**src/rtl/key_debounce_if.sv**
```systemverilog
// rtl/key_debounce_if.sv - raw key in, debounced level and busy flag out
interface key_debounce_if;
  logic key_i;
  logic key_o;
  logic busy_o;

  modport master (output key_i, input key_o, busy_o);
  modport slave  (input key_i, output key_o, busy_o);
endinterface

```
**src/rtl/key_debounce.sv**
```systemverilog
// rtl/key_debounce.sv - push-button synchronizer, press/release qualifier, optional auto-repeat
// Define KEY_AUTOREPEAT_EN to insert one-cycle low gaps while the key is held.
module key_debounce #(
  parameter int DEBOUNCE_CYCLES = 500000,
  parameter int HOLD_CYCLES     = 25000000,
  parameter int REPEAT_CYCLES   = 5000000,
  parameter int CNT_W           = 25
) (
  input  logic          clk,
  input  logic          rst_n,
  key_debounce_if.slave key
);

  localparam longint CNT_MAX = (longint'(1) << CNT_W) - 1;
  localparam logic [CNT_W-1:0] DB_LAST = CNT_W'(DEBOUNCE_CYCLES - 1);

  if (longint'(DEBOUNCE_CYCLES) > CNT_MAX || longint'(HOLD_CYCLES) > CNT_MAX ||
      longint'(REPEAT_CYCLES) > CNT_MAX) begin : g_cnt_w_too_narrow
    $error("key_debounce: CNT_W cannot hold the configured cycle counts");
  end

`ifdef KEY_AUTOREPEAT_EN
  localparam logic [CNT_W-1:0] HOLD_LAST   = CNT_W'(HOLD_CYCLES - 1);
  localparam logic [CNT_W-1:0] REPEAT_LAST = CNT_W'(REPEAT_CYCLES - 1);

  typedef enum logic [2:0] {
    IDLE      = 3'd0,
    PRESS_CHK = 3'd1,
    DOWN      = 3'd2,
    REL_CHK   = 3'd3,
    GAP       = 3'd4
  } state_t;
`else
  typedef enum logic [1:0] {
    IDLE      = 2'd0,
    PRESS_CHK = 2'd1,
    DOWN      = 2'd2,
    REL_CHK   = 2'd3
  } state_t;
`endif

  logic             sync1;
  logic             key_s;
  state_t           state;
  state_t           state_nxt;
  logic [CNT_W-1:0] cnt;
  logic             key_nxt;
  logic             busy_nxt;

  always_ff @(posedge clk or negedge rst_n) begin
    if (!rst_n) begin
      sync1 <= 1'b0;
      key_s <= 1'b0;
    end else begin
      sync1 <= key.key_i;
      key_s <= sync1;
    end
  end

`ifdef KEY_AUTOREPEAT_EN
  // Selects the hold interval for the first gap after a fresh DOWN entry, the repeat interval afterwards.
  logic first;
  logic gap_due;

  assign gap_due = first ? (cnt == HOLD_LAST) : (cnt == REPEAT_LAST);

  always_ff @(posedge clk or negedge rst_n) begin
    if (!rst_n) begin
      first <= 1'b1;
    end else if (state_nxt == GAP) begin
      first <= 1'b0;
    end else if (state_nxt == DOWN && state != DOWN && state != GAP) begin
      first <= 1'b1;
    end
  end
`endif

  always_comb begin
    state_nxt = state;
    case (state)
      IDLE: begin
        if (key_s) state_nxt = PRESS_CHK;
      end
      PRESS_CHK: begin
        if (!key_s)                state_nxt = IDLE;
        else if (cnt == DB_LAST)   state_nxt = DOWN;
      end
      DOWN: begin
        if (!key_s)                state_nxt = REL_CHK;
`ifdef KEY_AUTOREPEAT_EN
        else if (gap_due)          state_nxt = GAP;
`endif
      end
      REL_CHK: begin
        if (key_s)                 state_nxt = DOWN;
        else if (cnt == DB_LAST)   state_nxt = IDLE;
      end
`ifdef KEY_AUTOREPEAT_EN
      GAP: begin
        state_nxt = DOWN;
      end
`endif
      default: begin
        state_nxt = IDLE;
      end
    endcase
  end

  always_comb begin
    key_nxt  = (state_nxt == DOWN) || (state_nxt == REL_CHK);
    busy_nxt = (state_nxt == PRESS_CHK) || (state_nxt == REL_CHK);
  end

  // Counter saturates rather than wraps so a long hold never aliases back to a compare value.
  always_ff @(posedge clk or negedge rst_n) begin
    if (!rst_n) begin
      state      <= IDLE;
      cnt        <= '0;
      key.key_o  <= 1'b0;
      key.busy_o <= 1'b0;
    end else begin
      state      <= state_nxt;
      key.key_o  <= key_nxt;
      key.busy_o <= busy_nxt;
      if (state_nxt != state) begin
        cnt <= '0;
      end else if (cnt != {CNT_W{1'b1}}) begin
        cnt <= cnt + 1'b1;
      end
    end
  end

endmodule
```
**src/flat_wrapper.sv**
```systemverilog
// flat-port wrapper written by rule: the top's interface ports become plain ports
module key_debounce_flat 
#(
  parameter int DEBOUNCE_CYCLES = 500000,
  parameter int HOLD_CYCLES     = 25000000,
  parameter int REPEAT_CYCLES   = 5000000,
  parameter int CNT_W           = 25
)
  (clk, rst_n, key_key_i, key_key_o, key_busy_o);
  key_debounce_if key_i ();
  input  logic clk;
  input  logic rst_n;
  input wire logic [$bits(key_i.key_i)-1:0] key_key_i;
  output wire logic [$bits(key_i.key_o)-1:0] key_key_o;
  output wire logic [$bits(key_i.busy_o)-1:0] key_busy_o;
  assign key_i.key_i = key_key_i;
  assign key_key_o = key_i.key_o;
  assign key_busy_o = key_i.busy_o;
  key_debounce #(.DEBOUNCE_CYCLES(DEBOUNCE_CYCLES), .HOLD_CYCLES(HOLD_CYCLES), .REPEAT_CYCLES(REPEAT_CYCLES), .CNT_W(CNT_W)) u_core (.clk(clk), .rst_n(rst_n), .key(key_i));
endmodule
```
**config.mk**
```make
export PLATFORM = sky130hd
export DESIGN_NAME = key_debounce_flat
export DESIGN_NICKNAME = d
export VERILOG_FILES = /design/src/rtl/key_debounce_if.sv /design/src/rtl/key_debounce.sv /design/src/flat_wrapper.sv
export SDC_FILE = /design/constraint.sdc
export NUM_CORES = 1
export LEC_CHECK = 0
export BUFFER_PORTS_ARGS = -buffer_cell sky130_fd_sc_hd__buf_2
export CAP_MARGIN = 40
export CORE_UTILIZATION = 60
export DETAILED_ROUTE_END_ITERATION = 10
export GPL_TIMING_DRIVEN = 0
export PLACE_DENSITY = 0.77
export SLEW_MARGIN = 20
export SYNTH_ARGS = -nofsm -noshare
export SYNTH_HDL_FRONTEND = slang
export SYNTH_SLANG_ARGS = --single-unit
```
**constraint.sdc**
```tcl
create_clock -name clk -period 3.9 [get_ports clk]
set_input_delay 0.78 -clock clk [delete_from_list [all_inputs] [get_ports clk]]
set_output_delay 0.78 -clock clk [all_outputs]
set_load 0.02 [all_outputs]
```
==> results of run 1 <==
state kept, by name (all words and copies together) (netlist names):
| register | flops |
|---|---|
| u_core.state | 1 |
| u_core.key.busy_o | 1 |
| u_core.key_s | 1 |
| u_core.key.key_o | 1 |
| u_core.sync1 | 1 |
| u_core.cnt | 25 |
worst max-delay path, stage by stage (launching register included):
cell and delay [ns]:
dfrtp_1 0.41, ha_1 0.25, and4_1 0.32, nand4_1 0.11, nor3_1 0.51, o21ba_2 0.23
buf_2 0.19, buf_2 0.26, nor2_1 0.08
area by class of cell:
cell class / instances / area [sq um] / area share, %
multi-input combinational: 120 / 774.5 / 46.47
sequential: 30 / 750.7 / 45.05
clock buffer: 6 / 51.30 / 3.078
tap: 30 / 37.54 / 2.252
buffer: 7 / 32.53 / 1.952
timing repair buffer: 4 / 20.02 / 1.201
per-stage QoR:
step,cells,util (%),total power [uW],hold slack (ns)
after floorplan,157,-,339.2,0.3312
after global placement,191,65.80,350.6,0.3335
after detailed placement,191,65.80,351.7,0.3434
after CTS,197,67.89,526.2,0.3618
after global routing,197,67.89,544.7,0.3799
final,197,67.89,522.1,0.3572
power groups by stage:
stage	clock [uW]	sequential (uW)	combinational (uW)
final	177	320	25.3
after detailed placement	0	326	25.9
after floorplan	0	326	13.5
after CTS	180	320	26.1
after global routing	195	320	29.6
after global placement	0	326	25.1
final timing paths:
| check | start | end | slack, ns | cells past startpoint |
|---|---|---|---|---|
| max in group asynchronous | rst_n | u_core.cnt[12] | 2.99 | 1 |
| worst max register to register | u_core.cnt[0] | u_core.cnt[14] | 1.43 | 8 |
| min in group asynchronous | rst_n | u_core.cnt[22] | 0.47 | 1 |
| worst min register to register | u_core.sync1 | u_core.key_s | 0.36 | 0 |
| worst max-delay path | u_core.cnt[0] | u_core.cnt[14] | 1.43 | 8 |
| worst min-delay path | u_core.sync1 | u_core.key_s | 0.36 | 0 |
cell usage in the layout, fill, tap and decap left out, types with 2 or more instances in the layout:
cell	Yosys	routed
dfrtp_1	30	30
xnor2_1	11	11
nand2_1	11	11
xor2_1	8	8
nand3_1	7	7
mux2_2	2	2
nand4_2	4	4
o211ai_1	2	2
a21oi_1	6	6
nor3_1	8	8
nor4b_1	2	2
nor4_1	4	4
nor2_1	22	22
a31oi_1	3	3
a211oi_1	4	4
nand4_1	6	6
or4_1	2	2
clkbuf_1	2	2
buf_2	4	8
clkbuf_4	0	5
layer usage:
| metal | up-vias | GRT usage (%) | part of all wire [%] |
|---|---|---|---|
| met5 | - | 0 | 0 |
| met2 | 26 | 40.72 | 47 |
| met4 | 0 | 8.772 | 1.5 |
| met3 | 8 | 10.06 | 4.0 |
| li1 | 597 | - | - |
| met1 | 587 | 33.76 | 48 |
cell families after synthesis:
| logic type | count (synthesis) |
|---|---|
| compound gates | 23 |
| simple gates | 75 |
| fa+ha+maj | 1 |
| xor+xnor | 19 |
| flops | 30 |
| buf+inv | 7 |
| mux | 2 |
==> results.md, run 1 <==
* Final nets at 172
* Postcts setup bufs at 0
* Fin area at 1667 sq um
* First-pass DRT Iterations at 4
* CP arrival at 2.68 ns
* CP Class: flip-flop to flip-flop
* Initial Util at 63.46%
* Part of the power in combinational logic at 4.9%
* Primary FF master, synth: dfrtp_1
* Fillers at 182
* Largest net degree at the start of global routing at 31
* Mux share of post-synthesis cell area at 1.446%
* EDFF count, synth at 0
* Mapped Nets at 161
* CTS Hold Buffers Added at 0
* First-pass GRT wire length at 5202 um
* Io pins at 5
* DIE HEIGHT at 52.96 um
* Clock Path Buffers at 2
* CORE AREA at 2455 sq um
* CTS tree: built
* Simple-gate share of the synthesized area at 26.67%
* Slew margin rel. at 53.23%
* # rows at 18
* Via count at 1218
* Final setup TNS at 0 ns
* Die X-Extent at 52.96 um
* Avg Inst Size Synth at 9.922 sq um
* Peak VDD IR at 0.2793 mV
* RSZ-0062 raised after global routing: false
* Remaining Overflow, GRT at 0
* RD Place Congestion at 0.7782
* Layout cells sized above 1 at 14.97%
* Yosys top cell area share at 48.19%
* Area after DPL at 1615 sq um
* Most numerous cell in the Yosys netlist: dfrtp_1
* Clk Latency, worst-skew pair at 0.33 ns
* CP startpoint kind: flip-flop
* Worst setup margin at 1.430 ns
* Main combinational cell family by area after synthesis: simple AND/OR/NAND/NOR gates
* Via density at 6.183
* Leakage at 0.0006755 uW
* Syn. warnings at 0
* Synth async-reset ratio at 100.0%
* Max-cap violation count at 0
* Flop pwr share at 61.2%
* Initial antenna violation count at 0
* Cts bufs inserted at 5
* Mapped Cells at 157
* Worst slew pin tran at 0.6961 ns
* Status: finished, final reports clean
* IO Port Bufs at 4
* Final wirelength at 3130 um
* Cell Area, Synth at 1558 sq um
* Sw frac at 22.70%
* DRC violations left at 0
* Clock root buffer: clkbuf_4
* Synth Area in Compound Gates at 10.12%
* Worst-path clk slew at 0.08 ns
* Worst slack at placement at 1.481 ns
* Pwr Density at 313.3 nW/um^2
* Post-DP HPWL at 2208 um
* Routed len/inst at 15.89 um
* CTS resizes at 0
* FF+latch count, synth at 30
* Internal Power at 403.6 uW
* Cell taking the most area after synthesis: dfrtp_1
* Die Area at 2804 sq um
* Worst min-delay path category: flip-flop to flip-flop
* Crit Path Max Fanout at 10
* Clock Skew at 0.008786 ns
* Post-Synth Adder-Cell Area at 0.8032%
* XOR/XNOR Fraction of Synth Area at 10.68%
* H-tree depth at 2
* Layout area overhead at 6.988%
* Final hold vios at 0
* Post-route antenna net violation count at 0
* Vias in the first global route at 1193
* Global Route Usage Sum at 26.40%
* Post-synth top cells: dfrtp_1 (30), nor2_1 (22), nand2_1 (11), xnor2_1 (11)
* Clock power share at 33.9%
* Post-synthesis sequential area ratio at 48.19%
* Initial DRC Count at 26
* CP Capture Type: flip-flop
* Min cycle time layout at 2.470 ns
* Count of different cell masters after synthesis at 38
* Final setup vio count at 0
* Fmax achieved at 404.9 MHz
* Psw at 118.5 uW
* Crit share post-route at 63.33%
* Diode count at 0
* Synth area leaders: dfrtp_1 (48%), xnor2_1 (6.2%), nor2_1 (5.3%)
* Worst path required time at 4.11 ns
* Slew Limit Fails at 0
* Clock sinks at 30
No activity file was read; power rests on OpenSTA's default activity.
==> run 2, diff against run 1 <==
--- a/config.mk
+++ b/config.mk
@@ -7,10 +7,10 @@
 export LEC_CHECK = 0
 export BUFFER_PORTS_ARGS = -buffer_cell sky130_fd_sc_hd__buf_2
 export CAP_MARGIN = 40
-export CORE_UTILIZATION = 60
+export CORE_UTILIZATION = 54
 export DETAILED_ROUTE_END_ITERATION = 10
 export GPL_TIMING_DRIVEN = 0
-export PLACE_DENSITY = 0.77
+export PLACE_DENSITY = 0.74
 export SLEW_MARGIN = 20
 export SYNTH_ARGS = -nofsm -noshare
 export SYNTH_HDL_FRONTEND = slang
==> constraint.sdc (replaced) <==
create_clock -name clk -period 2.1 [get_ports clk]
set_input_delay 0.42 -clock clk [delete_from_list [all_inputs] [get_ports clk]]
set_output_delay 0.42 -clock clk [all_outputs]
set_load 0.02 [all_outputs]
==> run 2 against run 1 <==
Die area grew 11%; fmax increased by 22%; register-to-register slack got worse by 1.4 ns; sequential share of layout area shrank 4.5 points; combinational power increased by 140%; worst hold slack got worse by 0.26 ns; cell area grew 12%; worst setup slack lost 1.4 ns; largest power group is now the clock network; clock power grew to 3.5 times the previous value.
==> results.md, run 2 (synthesized netlist as in run 1, its figures left out) <==
* Status: finished, final reports clean
* Fillers at 197
* Final wirelength at 3546 um
* CP arrival at 2.26 ns
* Cts bufs inserted at 5
* Most flops, register: u_core.cnt
* Slew margin rel. at 56.24%
* Via density at 6.505
* Met1 usage at 31.05%
* First-pass GRT wire length at 6003 um
* Initial antenna violation count at 0
* Worst slew pin tran at 0.6399 ns
* Initial Util at 56.98%
* Crit path largest cell delay at 0.53 ns
* CP Cell Sequence: ha_4 > nand4_2 > or3_4 > or4_4 > xor2_2 > nor2_2
* Commonest non-fill, non-tap cell in the layout: dfrtp_1
* Worst min-delay path category: input port to async pin
* Final hold vios at 0
* Worst path required time at 2.33 ns
* Largest net degree at the start of global routing at 31
* Leakage at 0.0007950 uW
* Vias in the first global route at 1280
* Fin cells at 204
* Tot Pwr at 1266 uW
* Post-route antenna net violation count at 0
* Most used routing layer: met2
* CP startpoint kind: flip-flop
* Layout area overhead at 20.08%
* Layout cells sized above 1 at 28.32%
* Via count at 1327
* Fmax achieved at 492.8 MHz
* Met2 Use GR at 41.48%
* Peak VDD IR at 0.7978 mV
* Worst-path clk slew at 0.10 ns
* Clock root buffer: clkbuf_4
* Met3 usage at 6.512%
* Die X-Extent at 55.71 um
* First-pass DRT Iterations at 4
* Worst r2r src: u_core.cnt[0]
* Flop-to-flop setup slack at 0.07 ns
* RSZ-0062 raised after global routing: false
* Clock Path Buffers at 2
* DRC violations left at 0
* Global Route Usage Sum at 25.15%
* IO Port Bufs at 4
* Fin area at 1871 sq um
* Flip-flop and latch area at 758.2 sq um
* Remaining Overflow, GRT at 0
* # rows at 19
* Crit share post-route at 96.62%
* CTS tree: built
* Crit path max-delay cell type: or4_4
* CP Class: flip-flop to flip-flop
* Clock Skew at 0.01335 ns
* Diode count at 0
* Initial DRC Count at 57
* Cells on worst reg2reg path at 6
* RD Place Congestion at 0.8576
* Pwr Density at 676.6 nW/um^2
* H-tree depth at 2
* Clock sinks at 30
* Largest register FFs at 25
* Max-cap violation count at 0
* Io pins at 5
* Dpl cells at 192
* Final setup vio count at 0
* Multi-input gate area at 867.1 sq um
* DIE HEIGHT at 55.71 um
* Area after DPL at 1617 sq um
* R2r endpoint: u_core.cnt[16]
* CP Capture Type: flip-flop
* Hold_ws at 0.09644 ns
* Final nets at 176
* Die Area at 3104 sq um
* Clk Latency, worst-skew pair at 0.34 ns
* Post-DP HPWL at 2264 um
* Most frequent cells in the layout: dfrtp_1 (24), nor2_1 (22), nand2_1 (11), xnor2_1 (11)
* Slew Limit Fails at 0
* Routed len/inst at 17.38 um
* Crit Path Max Fanout at 5
* Min cycle time layout at 2.029 ns
* CORE AREA at 2734 sq um
## run 2: cell types whose count changed in the layout (fill, tap and decap cells not counted), moves of 2 or more
cell | previous run | this run
dfrtp_2 | 0 | 6
dfrtp_1 | 30 | 24
nor3_1 | 8 | 6
nand4_2 | 4 | 2
buf_2 | 8 | 6
bufinv_16 | 0 | 2
nor3_4 | 0 | 2
nand4_4 | 0 | 2
clkbuf_1 | 2 | 0
clkbuf_4 | 5 | 7
buf_4 | 0 | 6
## run 2: how the worst max path moves through the flow
| stage | cells past startpoint | slack (ns) | to | start |
|---|---|---|---|---|
| final | 6 | 0.07 | u_core.cnt[16] | u_core.cnt[0] |
| after global placement | 8 | -0.25 | u_core.cnt[0] | u_core.cnt[0] |
| after global routing | 6 | 0.0002 | u_core.cnt[16] | u_core.cnt[1] |
| after CTS | 8 | -0.03 | u_core.cnt[0] | u_core.cnt[0] |
| after floorplan | 7 | 0.03 | u_core.cnt[16] | u_core.cnt[0] |
| after detailed placement | 7 | -0.35 | u_core.cnt[15] | u_core.cnt[0] |
## run 2: area by class of cell
class | instances | share of cell area (%)
clock inverter | 2 | 3.211
clock buffer | 6 | 2.742
timing repair buffer | 10 | 3.478
buffer | 5 | 1.605
tap | 31 | 2.074
sequential | 30 | 40.54
multi-input combinational | 120 | 46.35
## run 2: per-layer routing
metal / up-vias / wire length [um]
met1: 674 / 1497
li1: 607 / -
met3: 10 / 135
met4: 0 / 80
met2: 36 / 1833
met5: - / 0
## run 2: power by group
part	switching, uW	internal [uW]	total [uW]
Sequential	8.27	585	594
Combinational	37.7	23.0	60.7
Clock	208	403	611
Total	254	1010	1270
## run 2: worst max-delay path: cells and delay by family, from the launching register on
family / cells / cell delay [ns]
and+or+nand+nor: 4 / 1.18
xor gates and xnor gates: 1 / 0.15
adders and majority gates: 1 / 0.18
DFF: 1 / 0.40
## run 2: timing repair
action,4_1_cts,5_1_grt
gates cloned,0,0
resized for setup,11,14
endpoints found under the setup margin,25,24
buffers inserted,2,4
hold buffers,0,0
pin swaps,0,2
## run 2: stage by stage
stage | setup WS [ns] | utilization [%] | setup TNS (ns)
final | 0.07089 | 68.42 | 0
after CTS | -0.03449 | 65.72 | -0.3688
after detailed placement | -0.3461 | 59.13 | -7.123
after global routing | 0.0002356 | 68.42 | 0
after floorplan | 0.03414 | - | 0
after global placement | -0.2520 | 59.13 | -5.124
